**src/rtl/instr_mem_pipe.sv**
```systemverilog
// Pipelined, cell-addressed instruction memory.
// Cells are CELL_W bits wide; CELLS_PER_INSTR consecutive cells form one instruction, with the
// MSB cell at the lowest address. Provides a program-load port, a hardware clear sweep after
// reset, and a registered fetch port with stall/hold.
// Optional feature: define IMEM_ALIGN_CHECK_EN to flag misaligned fetches on fetch_err and
// return a NOP for them.
module instr_mem_pipe #(
    parameter int unsigned CELL_W          = 4,
    parameter int unsigned CELLS_PER_INSTR = 4,
    parameter int unsigned DEPTH           = 64,
    parameter int unsigned ADDR_W          = 16,
    localparam int unsigned IW             = CELL_W * CELLS_PER_INSTR,
    localparam int unsigned AW             = $clog2(DEPTH)
) (
    input  logic              clk,
    input  logic              rst,
    input  logic              load_valid,
    output logic              load_ready,
    input  logic [ADDR_W-1:0] load_addr,
    input  logic [CELL_W-1:0] load_data,
    input  logic              fetch_req,
    input  logic [ADDR_W-1:0] fetch_addr,
    input  logic              fetch_stall,
    output logic              fetch_valid,
    output logic [IW-1:0]     instruction,
    output logic              fetch_err,
    output logic              busy
);

    typedef enum logic {StClear, StRun} state_e;

    state_e            state_q, state_d;
    logic [AW-1:0]     clr_ptr_q, clr_ptr_d;
    logic [CELL_W-1:0] mem [DEPTH];
    logic [IW-1:0]     fetch_word;
    logic              fetch_misaligned;
    logic              run;
    logic              load_fire;
    logic              fetch_fire;

    // Address bits above the memory index are ignored (addresses wrap modulo DEPTH).
    logic unused_addr_bits;
    assign unused_addr_bits = ^{load_addr[ADDR_W-1:AW], fetch_addr[ADDR_W-1:AW]};

    assign run        = rst && (state_q == StRun);
    assign load_ready = run;
    assign busy       = !run;
    assign load_fire  = load_valid && run;
    assign fetch_fire = run && !fetch_stall;

    // State register and clear pointer.
    always_ff @(posedge clk) begin
        if (!rst) begin
            state_q   <= StClear;
            clr_ptr_q <= '0;
        end else begin
            state_q   <= state_d;
            clr_ptr_q <= clr_ptr_d;
        end
    end

    // Next state: sweep every cell once, then stay in RUN until reset.
    always_comb begin
        state_d   = state_q;
        clr_ptr_d = clr_ptr_q;
        unique case (state_q)
            StClear: begin
                clr_ptr_d = clr_ptr_q + AW'(1);
                if (clr_ptr_q == AW'(DEPTH - 1)) begin
                    state_d = StRun;
                end
            end
            StRun: begin
                state_d = StRun;
            end
            default: state_d = StClear;
        endcase
    end

    // Cell writes: zero fill during clear, program loads in RUN.
    always_ff @(posedge clk) begin
        if (rst) begin
            if (state_q == StClear) begin
                mem[clr_ptr_q] <= '0;
            end else if (load_fire) begin
                mem[load_addr[AW-1:0]] <= load_data;
            end
        end
    end

    // Gather the instruction's cells, wrapping past the top of memory. Reading here, ahead of
    // the write edge, gives read-before-write on a same-edge load collision.
    always_comb begin
        fetch_word = '0;
        for (int k = 0; k < int'(CELLS_PER_INSTR); k++) begin
            fetch_word[IW-1-k*CELL_W -: CELL_W] = mem[fetch_addr[AW-1:0] + AW'(k)];
        end
    end

`ifdef IMEM_ALIGN_CHECK_EN
    assign fetch_misaligned = (fetch_addr % ADDR_W'(CELLS_PER_INSTR)) != '0;
`else
    assign fetch_misaligned = 1'b0;
`endif

    // Fetch output register: updates only when not stalled; instruction holds when idle.
    always_ff @(posedge clk) begin
        if (!rst) begin
            fetch_valid <= 1'b0;
            instruction <= '0;
            fetch_err   <= 1'b0;
        end else if (fetch_fire) begin
            fetch_valid <= fetch_req;
            if (fetch_req) begin
                instruction <= fetch_misaligned ? '0 : fetch_word;
                fetch_err   <= fetch_misaligned;
            end
        end
    end

endmodule

```
**config.mk**
```make
export PLATFORM = sky130hd
export DESIGN_NAME = instr_mem_pipe
export DESIGN_NICKNAME = d
export VERILOG_FILES = /design/src/rtl/instr_mem_pipe.sv
export SDC_FILE = /design/constraint.sdc
export NUM_CORES = 1
export LEC_CHECK = 0
export BUFFER_PORTS_ARGS = -buffer_cell sky130_fd_sc_hd__buf_2
export CAP_MARGIN = 20
export CORE_MARGIN = 5
export CORE_UTILIZATION = 45
export CTS_CLUSTER_DIAMETER = 100
export DETAILED_ROUTE_END_ITERATION = 10
export MAX_ROUTING_LAYER = met4
export SYNTH_ARGS = -nofsm -noshare
export SYNTH_HDL_FRONTEND = slang
export SYNTH_SLANG_ARGS = --single-unit
```
**constraint.sdc**
```tcl
create_clock -name clk -period 8.9 [get_ports clk]
set_input_delay 0.89 -clock clk [delete_from_list [all_inputs] [get_ports clk]]
set_output_delay 0.89 -clock clk [all_outputs]
set_load 0.1 [all_outputs]
```
* Yosys cells after proc, flatten, opt, wreduce, memory -nomap -nowiden *
Memory sizes are Yosys's and may differ from the RTL's. A register that Yosys moved wholly into a read port is not among the register bits.
Cells that the tools add are included.

operators by class
  reduce and logical (&&, ||, !) cells = 11
  add/subtract/negate cells = 4
  bitwise operators = 1
  muxes and demuxes = 12
  equal/unequal tests = 1

operators by type and width
  operator                                      count
  adder 6 x 1 -> 6 bit (second input constant)  2
  adder 6 x 2 -> 6 bit (second input constant)  2
  two-way mux 1 bit                             9
  == test 6 bit (second input constant)         1
  zero test 1 bit                               6
  two-way mux 6 bit                             1
  two-way mux 4 bit                             1
  OR reduction 4 bit                            1
  logical AND 1 bit                             3
  case mux 1 bit (2 select lines)               1
  AND reduction 2 bit                           1
  inverter 1 bit                                1

storage, ports and cells
  bits in registers = 8
  output and inout port bits = 20
  input port bits = 41
  logic and storage cells = 33
  memories = 1
  memory bits (writable) = 256

memories
  name  depth  bits a word  rd ports  clocked after Yosys merged registers in  write ports  RTL line  source
  mem   64     4            4         4                                        1            34        logic [CELL_W-1:0] mem [DEPTH];

* Longest topological paths before layout *
  depth in word-level cells = 8
  mapped depth = 15
  depth with buffers taken out = 8

* Least setup slack after synthesis *
OpenSTA, ideal clock, no wires.

  kind = input-to-output
  from = in rst
  to = out load_ready
  stages = 4
  path buffers = 2
  arrival = 2.876 ns
  data required time = 8.010 ns
  path slack = 5.134 ns
  cell sequence = clkbuf_1 clkbuf_1 nand2_1 inv_1

between the ends
  word-level cells in the longest chain between the ends = 1

RTL lines
  item                RTL line  source
  start: declaration  16        input logic rst,
  logical AND 1 bit   45        assign run = rst && (state_q == StRun);
  end: declaration    18        output logic load_ready,

Every way passes these cells.

* Worst setup path in the final report *
  from = in fetch_addr[0]
  to = reg instruction[9], read port of mem

between the ends
  word-level cells in the longest chain between the ends = 1

RTL lines
  item                  RTL line  source
  start: declaration    22        input logic [ADDR_W-1:0] fetch_addr,
  adder 6 x 1 -> 6 bit  96        fetch_word[IW-1-k*CELL_W -: CELL_W] = mem[fetch_addr[AW-1:0] + AW'(k)];
  end: declaration      25        output logic [IW-1:0] instruction,

Every way passes these cells.
A chain may end at the register's enable or synchronous reset.

==> results.yml <==
routing:
  drt_iter0_drc: 2383
  antenna_left: 0
  drt_wl_total_um: 61850
  vias_per_cell: 7.023
  first_pass_iters: 7
  wl_per_cell_um: 31.36
  vias: 13850
  drc: 0
global_route:
  grt_antenna_before_repair: 4
  grt.overflow.total: 0
  grt_pass1_wl_um: 89730
  grt_max_degree: 78
  grtUsageTotal: 0.2817
  grt_pass1_vias: 12970
layout:
  drive_gt1_frac: 0.2280
  fin_cells: 1972
  n_fill_cell: 3484
  nets: 1465
  area_growth_pct: 8.538
synthesis:
  synth.most_common_cell: "edfxtp_1"
  synth_edf_count: 256
  synth-seq-cells: 280
  ys_top_cells_by_area: "edfxtp_1, mux4_2, nand2_1, mux2i_1, dfxtp_1"
  synth-seq-area-share: 0.4550
  yosysTopAreaCell: "edfxtp_1"
  syn-instance-count: 1436
  synthFlopType: "edfxtp_1"
  ys_types: 61
  yosysWarnings: 0
  synthArstFlopShare: 0
  synth_nets: 1482
  synth_commonest_cells: "edfxtp_1, nand2_1, mux4_2"
  syn-cell-area_mm2: 0.01795
  synth_top_area_frac: 0.4282
  avgSynthCellArea_um2: 12.50
die:
  dieArea_mm2: 0.04398
  die_height_um: 209.7
  rows: 73
  start_util: 0.4528
  die_w_um: 209.7
  core-area_mm2: 0.03964
  ioPinCount: 61
timing:
  hold_viol: 0
  fin_crit_sh: 0.5547
  grt_setup_unrepaired: "no"
  skew_ns: 0.01350
  setup_ws_ns: 3.963
  worstMarginPinSlew_ns: 1.109
  setup_tns_ns: 0
  relSlewSlack: 0.2604
  min_period_ns: 4.937
  slew_viol_final: 0
  fmax_mhz: 202.6
  setup_viol: 0
placement:
  place.gp.congestion: 0.9783
  dpl.hpwl_um: 41700
  dp_cells: 1911
  portBuffers: 39
  pre_cts_slack_ns: 3.543
setup_path:
  r2r-end: "mem[10][2]"
  arrival_ns: 5.42
  criticalPathCategory: "input port to register"
  required_ns: 9.38
  critPathCaptureType: "register"
  reg2regPathDepth: 4
  critPathLaunchType: "input port"
  reg2reg_slack_ns: 5.62
  path_max_fanout: 77
  crit_start: "fetch_addr[0]"
  r2r-start: "state_q"
cts:
  hold_buffers: 0
  htreeDepth: 1
  cts-root-buf: "clkbuf_16"
  cts_setup_buffers: 0
  cts_sinks: 280
  post_cts_resized: 0
  tritoncts: "yes"
  clk_latency_ns: 0.59
  numCtsBuffers: 31
  clkTransAtPathRegs_ns: 0.06
  clk_path_buf_depth: 3
run_status:
  status: "finished, final reports clean"
worst_hold_path:
  hold_end: "instruction[12]"
  whs_path_depth: 2
  min_from: "instruction[12]"
  hold_path.class: "register to register"
pwr:
  cellLeakagePower_nw: 6.653
  power.density_mw_per_mm2: 165.1
  peakVddDrop_mv: 0.1459
flow_run:
  cap_violations: 0
-- metal layers --
| metal | track usage | vias up | part of all wire |
|---|---|---|---|
| li1 | - | 5698 | - |
| met1 | 0.3805 | 6964 | 0.38 |
| met2 | 0.4213 | 987 | 0.45 |
| met3 | 0.06173 | 201 | 0.12 |
| met4 | 0.1073 | 0 | 0.049 |
| met5 | - | - | 0 |
-- cell usage in the layout, fill, tap and decap left out, types with 17 or more instances in the layout --
cell       netlist  routed
nor3_1          20      20
edfxtp_1       256     256
dfxtp_1         24      24
mux2_2          24      24
a22oi_1         17      17
clkbuf_16        0      31
nand3_1         74      74
a31oi_1         26      26
nor2_1         113     113
buf_2           36      37
nand2_1        228     228
nor4_1          17      17
o22ai_1         21      21
mux2i_1         79      79
nor2b_1         31      30
a32oi_1         38      38
nand4_1         28      28
buf_4           22      29
mux4_2         169     169
-- sequential cells by signal, indices dropped and copies added (netlist names) --
name         count
mem            256
instruction     16
clr_ptr_q        6
fetch_valid      1
state_q          1
-- kinds of logic (layout without fill, tap and decap cells) --
| group | Yosys count | count (layout) | share of synthesized area |
|---|---|---|---|
| AND/OR/NAND/NOR | 557 | 557 | 0.1408 |
| flip-flops | 280 | 280 | 0.4550 |
| multiplexers | 276 | 276 | 0.2770 |
| AO/OA/AOI/OAI | 179 | 179 | 0.07458 |
| buffers and inverters | 122 | 129 | 0.03924 |
| XOR/XNOR | 16 | 16 | 0.009689 |
| adder cells (fa/ha/maj) | 5 | 5 | 0.003485 |
| other | 1 | 5 | 0.0002089 |
-- report_power, final --
| part | leakage [nW] | internal [mW] | switching [mW] | total [mW] |
|---|---|---|---|---|
| sequential | 3.00 | 1.42 | 0.00523 | 1.42 |
| combinational | 3.14 | 0.148 | 0.280 | 0.428 |
| clock | 0.511 | 0.812 | 0.552 | 1.36 |
-- worst max-delay path, cell delays in order --
cell      delay (ns)
buf_8           0.50
inv_1           0.36
ha_1            0.79
buf_4           0.45
nor2b_2         0.87
buf_4           0.48
a32oi_1         0.15
a31oi_1         0.31
nand4_1         0.29
o2111a_1        0.22
-- how the worst max path moves through the flow --
stage                                  to  cells after the start  slack [ns]
final                      instruction[9]                     10        3.96
after global routing       instruction[9]                     10        3.90
after CTS                  instruction[9]                     10        4.15
after detailed placement   instruction[9]                     10        3.54
after global placement    instruction[10]                     10        3.55
after floorplan                load_ready                      4        5.13
-- per-stage QoR --
stage	hold slack, ns	instance area [um^2]	util	total power [mW]
after floorplan	0.5075	17950	-	1.758
after global placement	0.4937	18420	0.4646	1.865
after detailed placement	0.5138	18420	0.4646	1.867
after CTS	0.5219	19470	0.4913	3.212
after global routing	0.5420	19480	0.4915	3.297
final	0.5252	19480	0.4915	3.216
-- cell type report --
class / count / area [um^2] / area share
flip-flops and latches: 280 / 8168 / 0.4192
multi-input cells: 1034 / 9146 / 0.4694
well taps: 525 / 656.9 / 0.03371
repair buffers: 68 / 429.2 / 0.02203
diodes: 4 / 10.01 / 0.0005137
clock buffers: 37 / 798.3 / 0.04097
clock inverters: 20 / 260.3 / 0.01336
inverters: 4 / 15.01 / 0.0007706
No activity file was read; power rests on OpenSTA's default activity.
